===== src/rtl/dp_result_collector.sv =====
// dp_result_collector
//   Receive-side companion for a fixed-latency, handshake-free registered
//   datapath. Operand beats are admitted with credit (in_ready), tracked
//   through a LATENCY-deep valid shift register, and the datapath x/z outputs
//   are captured into a DEPTH-entry FIFO exactly LATENCY cycles after the
//   accepting edge. Results leave on a first-word-fall-through ready/valid port.
//
//   Parameters
//     DATAWIDTH  width of x and z
//     LATENCY    accept-to-valid-output cycles of the datapath (>= 1)
//     DEPTH      FIFO entries (power of 2, >= 2)
//
//   Ports
//     clk, rst            rising-edge clock, async active-high reset
//     in_valid/in_ready   operand beat handshake (in_ready from registers only)
//     dp_x, dp_z          datapath outputs, sampled when the tracked beat lands
//     out_valid/out_ready result handshake, out_x/out_z = FIFO head
//     count               FIFO occupancy
//     inflight            accepted beats not yet captured
//     overflow            sticky: a result arrived with the FIFO full and no pop
module dp_result_collector #(
  parameter int DATAWIDTH = 32,
  parameter int LATENCY   = 2,
  parameter int DEPTH     = 4
) (
  input  logic                         clk,
  input  logic                         rst,
  input  logic                         in_valid,
  output logic                         in_ready,
  input  logic [DATAWIDTH-1:0]         dp_x,
  input  logic [DATAWIDTH-1:0]         dp_z,
  output logic                         out_valid,
  input  logic                         out_ready,
  output logic [DATAWIDTH-1:0]         out_x,
  output logic [DATAWIDTH-1:0]         out_z,
  output logic [$clog2(DEPTH):0]       count,
  output logic [$clog2(LATENCY):0]     inflight,
  output logic                         overflow
);

  localparam int AW = $clog2(DEPTH);
  localparam int CW = AW + 1;
  localparam int IW = $clog2(LATENCY) + 1;
  // one extra bit so count + inflight cannot wrap before the compare
  localparam int SW = ((CW > IW) ? CW : IW) + 1;

  logic [LATENCY-1:0]                vld_pipe;
  logic [DEPTH-1:0][DATAWIDTH-1:0]   mem_x;
  logic [DEPTH-1:0][DATAWIDTH-1:0]   mem_z;
  logic [AW-1:0]                     wr_ptr;
  logic [AW-1:0]                     rd_ptr;

  logic accept;
  logic tail;
  logic pop;
  logic full;
  logic wr_en;
  logic [SW-1:0] committed;

  // Credit counts beats already in the datapath, so every accepted beat has
  // a FIFO slot reserved by the time it lands.
  assign committed = SW'(count) + SW'(inflight);
  assign in_ready  = (committed < SW'(DEPTH));

  assign accept    = in_valid & in_ready;
  assign tail      = vld_pipe[LATENCY-1];
  assign out_valid = (count != '0);
  assign pop       = out_valid & out_ready;
  assign full      = (count == CW'(DEPTH));
  // When full, a concurrent pop frees the slot at wr_ptr (== rd_ptr) on this
  // same edge; the head is read combinationally before the write lands.
  assign wr_en     = tail & (~full | pop);

  assign out_x = mem_x[rd_ptr];
  assign out_z = mem_z[rd_ptr];

  // Valid tracking: bit0 takes this cycle's accept, the top bit marks the
  // cycle in which the datapath output belongs to a tracked beat.
  always_ff @(posedge clk or posedge rst) begin
    if (rst) begin
      vld_pipe <= '0;
      inflight <= '0;
    end else begin
      vld_pipe <= (vld_pipe << 1) | LATENCY'(accept);
      case ({accept, tail})
        2'b10:   inflight <= inflight + IW'(1);
        2'b01:   inflight <= inflight - IW'(1);
        default: inflight <= inflight;
      endcase
    end
  end

  // Result FIFO storage and pointers.
  always_ff @(posedge clk or posedge rst) begin
    if (rst) begin
      mem_x  <= '0;
      mem_z  <= '0;
      wr_ptr <= '0;
      rd_ptr <= '0;
    end else begin
      if (wr_en) begin
        mem_x[wr_ptr] <= dp_x;
        mem_z[wr_ptr] <= dp_z;
        wr_ptr        <= wr_ptr + AW'(1);
      end
      if (pop)
        rd_ptr <= rd_ptr + AW'(1);
    end
  end

  // Occupancy and the sticky overflow flag. A dropped result can only come
  // from a LATENCY parameter that does not match the real datapath.
  always_ff @(posedge clk or posedge rst) begin
    if (rst) begin
      count    <= '0;
      overflow <= 1'b0;
    end else begin
      case ({wr_en, pop})
        2'b10:   count <= count + CW'(1);
        2'b01:   count <= count - CW'(1);
        default: count <= count;
      endcase
      if (tail & ~wr_en)
        overflow <= 1'b1;
    end
  end

endmodule

===== config.mk =====
export PLATFORM = sky130hd
export DESIGN_NAME = dp_result_collector
export DESIGN_NICKNAME = d
export VERILOG_FILES = /design/src/rtl/dp_result_collector.sv
export SDC_FILE = /design/constraint.sdc
export NUM_CORES = 1
export LEC_CHECK = 0
export BUFFER_PORTS_ARGS = -buffer_cell sky130_fd_sc_hd__buf_2
export CAP_MARGIN = 20
export CORE_MARGIN = 5
export CORE_UTILIZATION = 50
export CTS_BUF_LIST = sky130_fd_sc_hd__clkbuf_16
export DETAILED_ROUTE_END_ITERATION = 16
export PLACE_DENSITY = 0.7
export SYNTH_ARGS = -nofsm -noshare
export SYNTH_HDL_FRONTEND = slang
export SYNTH_SLANG_ARGS = --single-unit

===== constraint.sdc =====
create_clock -name clk -period 12.7 [get_ports clk]
set_input_delay 3.81 -clock clk [delete_from_list [all_inputs] [get_ports clk]]
set_output_delay 3.81 -clock clk [all_outputs]
set_load 0.1 [all_outputs]

Word-level counts from Yosys, hierarchy flattened
Cells that the tools add are included.
{"block": "totals", "register_bits": 268, "output_inout_bits": 72, "in_bits": 68, "elab_cells": 52}
{"block": "op_classes", "eq_ne": 5, "bitwise": 8, "n_reduce_logical": 4, "n_addsub": 7, "mux": 10, "n_lt_le_gt_ge": 4}
{"op": "128-bit bitwise mux", "n": 2}
{"op": "32-bit binary-select mux with 2-bit select", "n": 2}
{"op": "32-bit 2-to-1 mux", "n": 3}
{"op": "32-bit demux with 2-bit select", "n": 1}
{"op": "2-bit by 1-bit adder with 2-bit output (second input constant)", "n": 3}
{"op": "2-bit by 3-bit less-than comparator with 1-bit output (second input constant)", "n": 2}
{"op": "3-bit one-hot mux with 2 select lines", "n": 1}
{"op": "3-bit by 2-bit adder with 4-bit output", "n": 1}
{"op": "1-bit AND", "n": 4}
{"op": "2-bit by 1-bit == test with 1-bit output (second input constant)", "n": 2}
{"op": "2-bit == test (second input constant)", "n": 2}
{"op": "4-bit by 3-bit less-than comparator with 1-bit output (second input constant)", "n": 1}
{"op": "2-bit one-hot mux with 2 select lines", "n": 1}
{"op": "2-bit nonzero test", "n": 2}
{"op": "3-bit by 1-bit adder with 3-bit output (second input constant)", "n": 1}
{"op": "3-bit == test (second input constant)", "n": 1}
{"op": "3-bit nonzero test", "n": 1}
{"op": "3-bit by 1-bit subtractor with 3-bit output (second input constant)", "n": 1}
{"op": "2-bit by 1-bit >= comparator with 1-bit output (second input constant)", "n": 1}
{"op": "1-bit NOT", "n": 2}
{"op": "2-bit by 1-bit OR with 2-bit output", "n": 1}
{"op": "2-bit by 1-bit subtractor with 2-bit output (second input constant)", "n": 1}
{"op": "1-bit logical AND", "n": 1}
{"op": "1-bit OR", "n": 1}

Logic depth before layout (Yosys ltp)
Gate-level depths: netlist of the first run.
{"block": "depth", "depth_word": 6, "mapped_depth": 8, "mapped_depth_nobuf": 8}

Worst setup path after synthesis of the first run
No wires, ideal clock.
{"block": "synth_timing", "path_type": "flip-flop to output port", "startpoint": "register count[1]", "endpoint": "output port in_ready", "t_arrival_ns": 3.784, "n_path_buf": 0, "setup_slack_ns": 5.106, "required_ns": 8.890, "stages_incl_launch_ff": 3, "path_cell_list": "dfrtp_1 ha_1 a311oi_1"}
{"block": "synth_between", "elab_chain_len": 2}
{"element": "start, declared", "line": "36", "source": "output logic [$clog2(DEPTH):0] count,"}
{"element": "start signal, assigned", "line": "119", "source": "2'b10: count <= count + CW'(1);"}
{"element": "start signal, assigned", "line": "120", "source": "2'b01: count <= count - CW'(1);"}
{"element": "start signal, assigned", "line": "121", "source": "default: count <= count;"}
{"element": "3-bit by 2-bit adder with 4-bit output", "line": "62", "source": "assign committed = SW'(count) + SW'(inflight);"}
{"element": "4-bit by 3-bit less-than comparator with 1-bit output", "line": "63", "source": "assign in_ready = (committed < SW'(DEPTH));"}
{"element": "end, declared", "line": "29", "source": "output logic in_ready,"}
Every way passes these cells.

Worst setup path in the final report of the first run
{"block": "layout_timing", "startpoint": "register rd_ptr[0]", "endpoint": "output port out_x[31]"}
{"block": "layout_between", "elab_chain_len": 2}
{"element": "start, declared", "line": "51", "source": "logic [AW-1:0] rd_ptr;"}
{"element": "start signal, assigned", "line": "107", "source": "rd_ptr <= rd_ptr + AW'(1);"}
{"element": "32-bit binary-select mux with 2-bit select", "line": "74", "source": "assign out_x = mem_x[rd_ptr];"}
{"element": "32-bit 2-to-1 mux (implied by the code)", "line": "74"}
{"element": "end, declared", "line": "34", "source": "output logic [DATAWIDTH-1:0] out_x,"}
Every way passes these cells. The select of a mux whose other input is x is not followed.

==> summary.txt, run 1 <==
Clock network
  • Clk buf depth: 3
  • CTS tree: yes
  • Clock root cell: clkbuf_16
  • # clock sinks: between 200 and 300
  • Post-CTS setup buffers: 0
  • Clock transition at path regs: about 60 ps
  • Gates resized, CTS repair: 0
  • H-tree levels: 1
  • # hold bufs at CTS: 0
  • Num CTS Buffers: 29
  • Worst skew pair latency: 520 ps

GRT
  • Initial antenna violation count: 3
  • First-pass GRT wire length: between 40 and 50 mm
  • All-Layer GR Usage: between 10% and 20%
  • Vias in the first global route: roughly 7400
  • Pin count of the biggest net entering global routing: 100
  • GRT overflow: 0

Timing
  • Max Slew Vio Count: 0
  • Setup_tns: 0 ps
  • Max Freq: approximately 0.15 GHz
  • Slew headroom: 30.9%
  • Worst Tran Pin Value: approximately 1000 ps
  • Fin. Hold Viols: 0
  • Shortest period the worst path allows: about 7000 ps
  • Final Setup Violations: 0
  • Layout Skew: 8.56 ps
  • Unrepaired setup endpoints after global routing: no
  • Fin crit share: 53.6%

Die
  • Core Area: ~23000 um2
  • Die Height: 163 um
  • Initial Util: approximately half
  • Die area: about 27000 um2
  • Cell Rows: 56
  • IO Pins: 140
  • DIE WIDTH: around 160 um

Critical path
  • CP delay by family, top: buffers and inverters
  • Critical path class: reg2out
  • Crit end category: primary output
  • Slowest cell on the critical path: dfrtp_4
  • Setup crit start kind: register
  • CP arrival: roughly 3000 ps
  • Buf/Inv on CP: 2
  • Crit path max fanout: 42
  • R2R Setup Slk: 9990 ps
  • CP peak stage delay: around 770 ps
  • Worst-path cell chain: buf_4 -> mux4_2 -> buf_2
  • Worst EP required: about 8900 ps

Detailed routing
  • DRC: 0
  • Final WL: 24.3 mm
  • Final ANT Viol Nets: 0
  • Detailed Route Iter0 Violations: between 200 and 250
  • Via count: approximately 6400
  • Avg WL per Cell: between 20 and 25 um
  • First-pass iteration count of the detailed router: 4
  • Avg Vias per Cell: 5.54

Synthesis
  • Syn Nets: roughly 750
  • Synth Register Bits: about 270
  • Synthesized instance count: 670
  • Register area share after synthesis: between 50% and 60%
  • Synth cell types: 22
  • Avg Cell Area, Syn: approximately 17 um2
  • Synthesized area: 11700 um2
  • Synth Warn #: 0

Layout
  • Fillers: 1868
  • Layout cell share with drive strength beyond 1: roughly three fifths
  • Area growth syn-to-layout: 14.8%
  • Multi-input logic area: between 4000 and 5000 um2
  • Nets: 888
  • Reg area: roughly 6700 um2
  • Commonest cells after routing, fill and taps aside: dfrtp_1, mux2_2, buf_2
  • Commonest non-fill, non-tap cell in the layout: dfrtp_1

Outcome
  • Run status: completed

Hold path
  • Hold WC Path Type: reg2reg

Place
  • Post-DP HPWL: 15.0 mm
  • I/O Buffers: about 140
  • Gpl congestion: between 0.7 and 0.8

Flow run
  • Max-cap violations: 0
## area by class of cell
cell class                 count  share of cell area (%)
multi-input combinational    357                    34.7
clock buffer                  29                    5.40
inverter                       7                   0.251
timing repair buffer         149                    6.07
tap                          319                    2.97
antenna                        1                  0.0186
sequential                   268                    49.9
clock inverter                20                   0.633
## through the flow
| stage | instance area (um2) | utilization [%] | worst slack (ps) | instances | hold WS, ps |
|---|---|---|---|---|---|
| 2_1_floorplan | 11700 | - | 1510 | 670 | 331 |
| 3_3_place_gp | 12600 | 54.0 | 6380 | 1097 | 335 |
| 3_5_place_dp | 12600 | 54.0 | 6340 | 1097 | 351 |
| 4_1_cts | 13400 | 57.5 | 5770 | 1146 | 365 |
| 5_1_grt | 13400 | 57.8 | 5640 | 1150 | 364 |
| 6_report | 13400 | 57.8 | 5890 | 1150 | 356 |
## cells in the mapped netlist (all sizes together)
master,number,area [um2]
inv,7,26.3
xnor2,5,43.8
a21o,1,7.51
nand2,6,22.5
nor2,6,32.5
ha,7,87.6
mux2,257,2890
a311oi,1,8.76
xor2,4,35.0
mux2i,1,10.0
o31a,1,8.76
clkbuf,4,15.0
mux4,64,1440
fa,1,20.0
nand2b,1,6.26
buf,34,315
nor4b,1,23.8
or3,1,6.26
dfrtp,268,6710
## registers in the layout, indices dropped and copies added, names as in the netlist
signal    count
count         3
rd_ptr        2
mem_x       128
vld_pipe      2
mem_z       128
overflow      1
inflight      2
wr_ptr        2
## worst paths after layout
path	start	to	cells past startpoint
max	rd_ptr[0]	out_x[31]	3
min	vld_pipe[0]	vld_pipe[1]	0
max reg2reg	wr_ptr[1]	mem_z[45]	6
min reg2reg	vld_pipe[0]	vld_pipe[1]	0
max in group asynchronous	rst	mem_z[105]	4
min in group asynchronous	rst	mem_x[91]	2
## logic make-up (layout without fill, tap and decap cells)
family / count (synthesis) / after routing / synth area share, %
mux: 322 / 322 / 37.1
flops: 268 / 268 / 57.3
buf+inv: 45 / 205 / 3.04
simple gates: 15 / 15 / 0.780
xor+xnor: 9 / 9 / 0.673
fa+ha+maj: 8 / 8 / 0.919
compound gates: 3 / 3 / 0.214
other cells: 0 / 1 / 0
## metal layers
metal  global-route usage [%]  part of all wire [%]  wire (um)  vias to the layer above
met5                        0                  0.10         25                        -
met1                     25.0                    42      10200                     3439
met2                     33.2                    52      12700                      113
li1                         -                     -          -                     2781
met3                     3.51                   4.5       1090                       35
met4                     4.23                   1.6        380                        4
Power of run 1 is left out: the tool's default activity adds up to more than one toggle a clock period on the data nets, which glitch-free logic cannot reach.
==> inputs of run 2 (changes only) <==
--- a/config.mk
+++ b/config.mk
@@ -11,7 +11,7 @@
 export CORE_UTILIZATION = 50
 export CTS_BUF_LIST = sky130_fd_sc_hd__clkbuf_16
 export DETAILED_ROUTE_END_ITERATION = 16
-export PLACE_DENSITY = 0.7
+export PLACE_DENSITY = 0.73
 export SYNTH_ARGS = -nofsm -noshare
 export SYNTH_HDL_FRONTEND = slang
 export SYNTH_SLANG_ARGS = --single-unit
==> constraint.sdc (replaced) <==
create_clock -name clk -period 5.6 [get_ports clk]
set_input_delay 1.68 -clock clk [delete_from_list [all_inputs] [get_ports clk]]
set_output_delay 1.68 -clock clk [all_outputs]
set_load 0.1 [all_outputs]
==> summary.txt, run 2 (same netlist as run 1, synthesis figures left out) <==
Outcome
  • Run status: completed

Critical path
  • Crit path max fanout: 34
  • Worst-case reg-to-reg path depth: 8
  • Crit end category: primary output
  • Setup crit start kind: register
  • Worst EP required: around 4000 ps
  • CP startpoint: rd_ptr[0]
  • RR Endpoint: count[2]
  • Worst setup path endpoint: out_z[13]
  • R2R Setup Slk: approximately 3100 ps
  • Critical path class: reg2out
  • CP arrival: ~2800 ps
  • Reg-to-Reg Start: count[1]

Timing
  • Shortest period the worst path allows: around 4500 ps
  • Setup_tns: 0 ps
  • Max Freq: 0.223 GHz
  • Max Slew Vio Count: 0
  • Worst Tran Pin Value: roughly 1000 ps
  • Fin crit share: 80.2%
  • Final Setup Violations: 0
  • Unrepaired setup endpoints after global routing: no
  • Slew headroom: between 30% and 40%
  • Fin. Hold Viols: 0
  • Layout Skew: around 13 ps

Detailed routing
  • Via count: roughly 6400
  • First-pass iteration count of the detailed router: 4
  • Avg Vias per Cell: between 5 and 6
  • Final WL: 24.0 mm
  • Avg WL per Cell: around 21 um
  • Detailed Route Iter0 Violations: 202
  • DRC: 0
  • Final ANT Viol Nets: 0

Clock network
  • Clock root cell: clkbuf_16
  • Clk buf depth: 3
  • # hold bufs at CTS: 0
  • CTS tree: yes
  • Num CTS Buffers: 29
  • Gates resized, CTS repair: 0
  • Worst skew pair latency: between 500 and 600 ps
  • Post-CTS setup buffers: 0
  • H-tree levels: 1
  • # clock sinks: between 200 and 300
  • Clock transition at path regs: roughly 60 ps

Layout
  • Finished Core Util: ~60%
  • Largest regs: mem_x x128, mem_z x128, count x3
  • Post-route insts no fill: 1155
  • Nets: just under 900
  • Commonest non-fill, non-tap cell in the layout: dfrtp_1
  • Layout cell share with drive strength beyond 1: between 60% and 70%
  • Area growth syn-to-layout: 16.1%
  • Commonest cells after routing, fill and taps aside: dfrtp_1, mux2_2, buf_2
  • Fillers: roughly 1800

Die
  • Initial Util: between 50 and 60%
  • Core Area: approximately 23000 um2
  • IO Pins: 140
  • Die area: between 20000 and 30000 um2
  • DIE WIDTH: roughly 160 um
  • Cell Rows: 56
  • Die Height: 163 um

GRT
  • First-pass GRT wire length: 39.6 mm
  • All-Layer GR Usage: around 19%
  • Pin count of the biggest net entering global routing: 161
  • Vias in the first global route: 7437
  • Initial antenna violation count: 2
  • GRT overflow: 0

Flow run
  • Max-cap violations: 0

Hold path
  • Hold path startpoint: vld_pipe[0]
  • Hold WC Path Type: reg2reg

Place
  • Post-DP HPWL: between 15 and 20 mm
  • I/O Buffers: around 140
  • Gpl congestion: approximately 0.74
  • Placed Cells: approximately 1100
==> run 2: how the worst min path moves through the flow <==
stage	end	slack, ps	cells after the start
6_report	vld_pipe[1]	350	0
5_1_grt	vld_pipe[1]	370	0
4_1_cts	vld_pipe[1]	360	0
3_5_place_dp	vld_pipe[1]	350	0
3_3_place_gp	vld_pipe[1]	330	0
2_1_floorplan	vld_pipe[1]	330	0
==> run 2: through the flow <==
| step | setup slack [ps] | hold WS (ps) | instance area, um2 |
|---|---|---|---|
| detailed placement | 1620 | 347 | 12600 |
| CTS | 1040 | 361 | 13600 |
| global route | 955 | 367 | 13600 |
| floorplan | 136 | 331 | 11700 |
| finish | 1110 | 353 | 13600 |
| global placement | 1630 | 334 | 12600 |
==> run 2: area by class of cell <==
type | count | area [um2] | area share [%]
Sequential cell | 268 | 6710 | 49.4
Multi-Input combinational cell | 357 | 4670 | 34.3
Timing Repair Buffer | 149 | 846 | 6.22
Clock buffer | 29 | 726 | 5.34
Tap cell | 319 | 399 | 2.94
Clock inverter | 25 | 213 | 1.56
Inverter | 7 | 30.0 | 0.221
Antenna cell | 1 | 2.50 | 0.0184
==> run 2: metal layers <==
layer,up-vias,global-route usage (%),routed length (um)
li1,2786,-,-
met1,3419,23.3,9820
met2,139,33.2,12500
met3,36,3.53,1190
met4,2,4.92,472
met5,-,0,13
==> run 2: worst max-delay path, cell delays in order, from the launching register on <==
cell and delay, ps:
dfrtp_4 890, buf_4 490, mux4_2 570, buf_2 310
Power of run 2 is left out for the same reason.
